--- src/rtl/ahb3lite_pkg.sv ---
// Shared AHB-Lite transfer codes, slave FSM states and the byte-lane helper.
package ahb3lite_pkg;

    localparam logic [1:0] HTRANS_IDLE   = 2'd0;
    localparam logic [1:0] HTRANS_BUSY   = 2'd1;
    localparam logic [1:0] HTRANS_NONSEQ = 2'd2;
    localparam logic [1:0] HTRANS_SEQ    = 2'd3;

    localparam logic [2:0] HSIZE_BYTE = 3'd0;
    localparam logic [2:0] HSIZE_HALF = 3'd1;
    localparam logic [2:0] HSIZE_WORD = 3'd2;

    localparam logic HRESP_OKAY  = 1'b0;
    localparam logic HRESP_ERROR = 1'b1;

    typedef enum logic [2:0] {
        ST_IDLE,
        ST_RD,
        ST_WR,
        ST_RD_STALL,
        ST_ERR1,
        ST_ERR2
    } state_t;

    // NONSEQ and SEQ are the only transfer types that open a data phase.
    function automatic logic trans_active(input logic [1:0] htrans);
        logic active;
        case (htrans)
            HTRANS_NONSEQ, HTRANS_SEQ: active = 1'b1;
            HTRANS_IDLE, HTRANS_BUSY:  active = 1'b0;
            default:                   active = 1'b0;
        endcase
        return active;
    endfunction

    // Byte lanes touched by a transfer of the given size at the given byte offset.
    function automatic logic [3:0] lane_mask(input logic [2:0] size, input logic [1:0] addr);
        logic [3:0] mask;
        case (size)
            HSIZE_BYTE: mask = 4'b0001 << addr;
            HSIZE_HALF: mask = 4'b0011 << {addr[1], 1'b0};
            HSIZE_WORD: mask = 4'b1111;
            default:    mask = 4'b0000;
        endcase
        return mask;
    endfunction

endpackage

--- src/rtl/ahb3lite_addr_decode.sv ---
// Combinational address-phase decode: legality, BRAM word index and byte lanes.
module ahb3lite_addr_decode
    import ahb3lite_pkg::*;
#(
    parameter int                    ADDR_WIDTH = 32,
    parameter int                    MEM_BYTES  = 16384,
    parameter logic [ADDR_WIDTH-1:0] BASE_ADDR  = '0,
    parameter int                    BRAM_AW    = $clog2(MEM_BYTES) - 2
) (
    input  logic [ADDR_WIDTH-1:0] addr,
    input  logic [2:0]            size,
    output logic                  legal,
    output logic [BRAM_AW-1:0]    word_addr,
    output logic [3:0]            lanes
);

    localparam logic [ADDR_WIDTH-1:0] MEM_SIZE = ADDR_WIDTH'(MEM_BYTES);

    logic [ADDR_WIDTH-1:0] offset;
    logic                  aligned;

    // Offsets below the base wrap to huge values, so one unsigned compare covers both ends.
    always_comb begin
        offset = addr - BASE_ADDR;
        case (size)
            HSIZE_HALF: aligned = ~offset[0];
            HSIZE_WORD: aligned = (offset[1:0] == 2'b00);
            default:    aligned = 1'b1;
        endcase
        legal     = (size <= HSIZE_WORD) && aligned && (offset < MEM_SIZE);
        word_addr = offset[BRAM_AW+1:2];
        lanes     = lane_mask(size, offset[1:0]);
    end

endmodule

--- src/rtl/ahb3lite_bram_slave.sv ---
// AHB-Lite slave mapping the instruction port onto a single-port, 1-cycle-latency BRAM.
module ahb3lite_bram_slave
    import ahb3lite_pkg::*;
#(
    parameter int                    ADDR_WIDTH = 32,
    parameter int                    MEM_BYTES  = 16384,
    parameter logic [ADDR_WIDTH-1:0] BASE_ADDR  = '0,
    parameter int                    BRAM_AW    = $clog2(MEM_BYTES) - 2
) (
    input  logic                  HCLK,
    input  logic                  HRESET,
    input  logic                  HSEL,
    input  logic [ADDR_WIDTH-1:0] HADDR,
    input  logic [1:0]            HTRANS,
    input  logic                  HWRITE,
    input  logic [2:0]            HSIZE,
    input  logic [2:0]            HBURST,
    input  logic [3:0]            HPROT,
    input  logic                  HMASTLOCK,
    input  logic [31:0]           HWDATA,
    input  logic                  HREADY,
    output logic [31:0]           HRDATA,
    output logic                  HREADYOUT,
    output logic                  HRESP,
    output logic                  bram_en,
    output logic [3:0]            bram_we,
    output logic [BRAM_AW-1:0]    bram_addr,
    output logic [31:0]           bram_wdata,
    input  logic [31:0]           bram_rdata
);

    state_t               state;
    state_t               state_nxt;
    logic [BRAM_AW-1:0]   wr_addr;
    logic [3:0]           wr_lanes;
    logic [BRAM_AW-1:0]   rd_addr;
    logic [31:0]          rdata_hold;

    logic                 dec_legal;
    logic [BRAM_AW-1:0]   dec_word;
    logic [3:0]           dec_lanes;

    logic                 addr_phase;
    logic                 accept;
    logic                 acc_rd;
    logic                 acc_wr;
    logic                 acc_err;
    logic                 unused_inputs;

    // Burst type, protection and lock carry no meaning for a plain memory.
    assign unused_inputs = ^{HBURST, HPROT, HMASTLOCK};

    ahb3lite_addr_decode #(
        .ADDR_WIDTH (ADDR_WIDTH),
        .MEM_BYTES  (MEM_BYTES),
        .BASE_ADDR  (BASE_ADDR),
        .BRAM_AW    (BRAM_AW)
    ) u_decode (
        .addr      (HADDR),
        .size      (HSIZE),
        .legal     (dec_legal),
        .word_addr (dec_word),
        .lanes     (dec_lanes)
    );

    // Response flags depend only on state, keeping HREADYOUT free of any input path.
    assign HREADYOUT = (state != ST_ERR1) && (state != ST_RD_STALL);
    assign HRESP     = ((state == ST_ERR1) || (state == ST_ERR2)) ? HRESP_ERROR : HRESP_OKAY;
    assign HRDATA    = (state == ST_RD) ? bram_rdata : rdata_hold;

    // ERR1 and RD_STALL hold the bus, so no address phase is sampled in them.
    assign addr_phase = (state != ST_ERR1) && (state != ST_RD_STALL);
    assign accept     = HSEL & HREADY & trans_active(HTRANS) & addr_phase;
    assign acc_rd     = accept & dec_legal & ~HWRITE;
    assign acc_wr     = accept & dec_legal & HWRITE;
    assign acc_err    = accept & ~dec_legal;

    // Next state and BRAM port drive; a write data phase owns the port over a new read.
    always_comb begin
        state_nxt  = ST_IDLE;
        bram_en    = 1'b0;
        bram_we    = 4'b0000;
        bram_addr  = dec_word;
        bram_wdata = HWDATA;

        case (state)
            ST_WR: begin
                bram_en   = 1'b1;
                bram_we   = wr_lanes;
                bram_addr = wr_addr;
            end
            ST_RD_STALL: begin
                bram_en   = 1'b1;
                bram_addr = rd_addr;
            end
            default: ;
        endcase

        if (state == ST_ERR1) begin
            state_nxt = ST_ERR2;
        end else if (state == ST_RD_STALL) begin
            state_nxt = ST_RD;
        end else if (acc_rd) begin
            if (state == ST_WR) begin
                state_nxt = ST_RD_STALL;
            end else begin
                state_nxt = ST_RD;
                bram_en   = 1'b1;
                bram_we   = 4'b0000;
                bram_addr = dec_word;
            end
        end else if (acc_wr) begin
            state_nxt = ST_WR;
        end else if (acc_err) begin
            state_nxt = ST_ERR1;
        end

        // A reset cycle abandons the transfer and must never touch memory.
        if (HRESET) begin
            bram_en = 1'b0;
            bram_we = 4'b0000;
        end
    end

    // State register plus the address-phase fields that outlive their bus cycle.
    always_ff @(posedge HCLK) begin
        if (HRESET) begin
            state      <= ST_IDLE;
            wr_addr    <= '0;
            wr_lanes   <= 4'b0000;
            rd_addr    <= '0;
            rdata_hold <= 32'h0;
        end else begin
            state <= state_nxt;
            if (acc_wr) begin
                wr_addr  <= dec_word;
                wr_lanes <= dec_lanes;
            end
            if (acc_rd && (state == ST_WR)) begin
                rd_addr <= dec_word;
            end
            if (state == ST_RD) begin
                rdata_hold <= bram_rdata;
            end
        end
    end

endmodule

--- config.mk ---
export PLATFORM = sky130hd
export DESIGN_NAME = ahb3lite_bram_slave
export DESIGN_NICKNAME = d
export VERILOG_FILES = /design/src/rtl/ahb3lite_pkg.sv /design/src/rtl/ahb3lite_addr_decode.sv /design/src/rtl/ahb3lite_bram_slave.sv
export SDC_FILE = /design/constraint.sdc
export NUM_CORES = 1
export LEC_CHECK = 0
export BUFFER_PORTS_ARGS = -buffer_cell sky130_fd_sc_hd__buf_2
export CORE_ASPECT_RATIO = 0.8
export CORE_MARGIN = 1.5
export CORE_UTILIZATION = 44
export DETAILED_ROUTE_END_ITERATION = 12
export PLACE_DENSITY_LB_ADDON = 0.05
export RECOVER_POWER = 25
export SYNTH_ARGS = -nofsm -noshare
export SYNTH_HDL_FRONTEND = slang
export SYNTH_SLANG_ARGS = --single-unit
--- constraint.sdc ---
create_clock -name HCLK -period 3.49 [get_ports HCLK]
set_input_delay 0.8725 -clock HCLK [delete_from_list [all_inputs] [get_ports HCLK]]
set_output_delay 0.8725 -clock HCLK [all_outputs]
set_load 0.005 [all_outputs]
==> impl_metrics.ini <==
[sta]
final_max_slew_viol_count = 0
finalSetupViolCount = 0
rsz0062_at_grt = no
max_slew_margin_pct = 67.4
fin_crit_sh_pct = 96.4
worst_pin_slew_ns = 0.489
min_period_ns = 3.37
setup_tns_ns = 0
max_freq_mhz = 297
finalHoldViolations = 0
worst_slack_ns = 0.124
timing.hold.ws_ns = 0.471
fin_worst_skew_ns = 0.00663

[critical_path]
reg2reg_depth = 5
crit_type = input port to output port
worst-path-buf-inv = 2
end_kind = output port
worstPathArrival_ns = 2.49
rr_endpoint = rd_addr[5]$_SDFFE_PP0P_
cp-start-kind = input port
startpoint = HADDR[30]
cp-endpoint = bram_en
timing.rr.start = state[1]$_SDFF_PP0_
slowest_stage = or4_1
ff2ff_setup_slack_ns = 1.56
max_stage_delay_ns = 0.55
cp.depth = 6
cpMostUsedCell = buf_2
critPathMaxFanout = 2
cp.required_ns = 2.62
crit_chain = buf_2, nor4_1, nand4_1, or4_1, a221oi_1, buf_2
cp_top_family = simple AND/OR/NAND/NOR gates

[synthesis]
yosysTopAreaCellShare_pct = 38.7
synth_commonest_cells = 63 x dfxtp_1, 41 x nand2b_1, 40 x mux2i_1, 33 x nor2b_1
synth_area_leaders = dfxtp_1 39%, mux2i_1 12%, mux2_2 11%
syn_inst = 335
syn-mean-instance-area_um2 = 9.72
yosysMostFrequentCell = dfxtp_1
ys_ff_latch = 63
syn_area_um2 = 3260
synth.distinct_cells = 36
yosys.area.top_type = dfxtp_1
synth_edf_count = 0
yosysWarnings = 0
async_flop_share_pct = 0
synth_ff_type = dfxtp_1
syn-num-nets = 449
seq_area_frac_synth_pct = 38.7

[finish]
drive_gt1_share_pct = 42.9
final_cell_area_um2 = 3950
nNetsFinal = 540
nFillCells = 669
syn_to_final_growth_pct = 21.3
diodes = 0

[cts]
clockBufferDepth = 2
h-tree-depth = 3
clock-root-buffer = clkbuf_8
clk_latency_ns = 0.33
numCtsBuffers = 9
tritoncts = done
cts.sinks = 63
clkTransAtPathRegs_ns = 0.07
postCtsSetupBuffers = 0

[floorplan]
fp.dieH_um = 79.9
coreArea_um2 = 7030
die-area_um2 = 7930
dieWidth_um = 99.2
io_pins = 197
num_rows = 27
start_util_pct = 46.3

[placement]
port_buffers = 123
place_congestion = 0.750
place_ws_ns = 0.115
dpl-instance-area_um2 = 3720
dp_hpwl_mm = 4.89

[global_route]
grt_pass1_vias = 2405
antenna_found_initial = 0
grt_pass1_wl_mm = 10.8
grt_util_all_layers_pct = 17.3
grt_overflow = 0
grt_max_degree = 59

[detailed_routing]
avgRoutedWirePerCell_um = 13.2
avgViaCountPerCell = 4.95
vias = 2562
firstDrtPassIters = 4
wirelength_mm = 6.82
final_antenna_net_count = 0
drtIter0Drc = 90
drc = 0

[job]
drv_cap = 0

[run_status]
status = finished, final reports clean

[power]
ir_drop_uv = 212
power_density_nw_per_um2 = 399
power_leakage_uw = 0.00178

[worst_hold_path]
hp-class = flip-flop to flip-flop
[sequential cells by signal, indices dropped and copies added (netlist names)]
| name | count |
|---|---|
| rd_addr | 12 |
| rdata_hold | 32 |
| state | 3 |
| wr_addr | 12 |
| wr_lanes | 4 |
[cell type report]
| cell class | instances | area (um^2) | share of cell area (%) |
|---|---|---|---|
| multi-input combinational | 217 | 1670 | 42.3 |
| sequential | 63 | 1260 | 31.9 |
| timing repair buffer | 131 | 672 | 17.0 |
| clock buffer | 10 | 138 | 3.49 |
| tap | 87 | 109 | 2.76 |
| clock inverter | 6 | 83.8 | 2.12 |
| inverter | 4 | 15.0 | 0.380 |
[report_power, final]
part / internal (uW) / switching, uW
clock network: 419 / 276
registers: 727 / 3.12
logic: 83.2 / 67.8
total: 1230 / 347
[routing by layer]
layer | GRT usage (%) | wire length, um
met2 | 28.8 | 3180
met5 | 0 | 0
met3 | 6.48 | 533
met1 | 21.1 | 3050
met4 | 4.93 | 53
[worst min-delay path: stages (launching register included)]
cell	delay (ns)
dfxtp_1	0.31
nand2b_1	0.06
mux2i_1	0.06
[metrics by stage]
stage,util (%),power [uW],std cells
global placement,52.9,897,502
floorplan,-,850,335
global route,56.2,1650,518
finish,56.2,1580,518
CTS,56.1,1600,518
detailed placement,52.9,898,502
[cell families after synthesis]
family | share of synthesized area [%]
muxes | 23.4
DFF | 38.7
and+or+nand+nor | 21.6
buffers and inverters | 10.5
xor gates and xnor gates | 0.269
AOI/OAI and AO/OA | 5.57
[placed cells by master (no fill, tap or decap), types with 5 or more instances in the layout]
master    netlist  routed
clkbuf_8        0      10
nor4_1          7       5
buf_2           6     123
nand2b_1       41      41
mux2i_1        40      40
o21ai_0        18      18
buf_4          32       7
dfxtp_1        63      63
mux2_2         32      32
nor2b_1        33      33
nand2_1        12      12
[what timing repair did]
item	in CTS	in global routing
hold buffers	0	0
resized for setup	0	2
setup endpoints to repair	0	1
[worst min-delay path by stage]
stage / start / end / cells past startpoint
global route: wr_lanes[2]$_SDFFE_PP0P_ / wr_lanes[2]$_SDFFE_PP0P_ / 2
CTS: wr_addr[6]$_SDFFE_PP0P_ / wr_addr[6]$_SDFFE_PP0P_ / 2
global placement: wr_addr[3]$_SDFFE_PP0P_ / wr_addr[3]$_SDFFE_PP0P_ / 2
floorplan: wr_lanes[0]$_SDFFE_PP0P_ / wr_lanes[0]$_SDFFE_PP0P_ / 2
finish: wr_lanes[1]$_SDFFE_PP0P_ / wr_lanes[1]$_SDFFE_PP0P_ / 2
detailed placement: wr_addr[6]$_SDFFE_PP0P_ / wr_addr[6]$_SDFFE_PP0P_ / 2
Note: power is estimated with default switching activity, not from simulation.
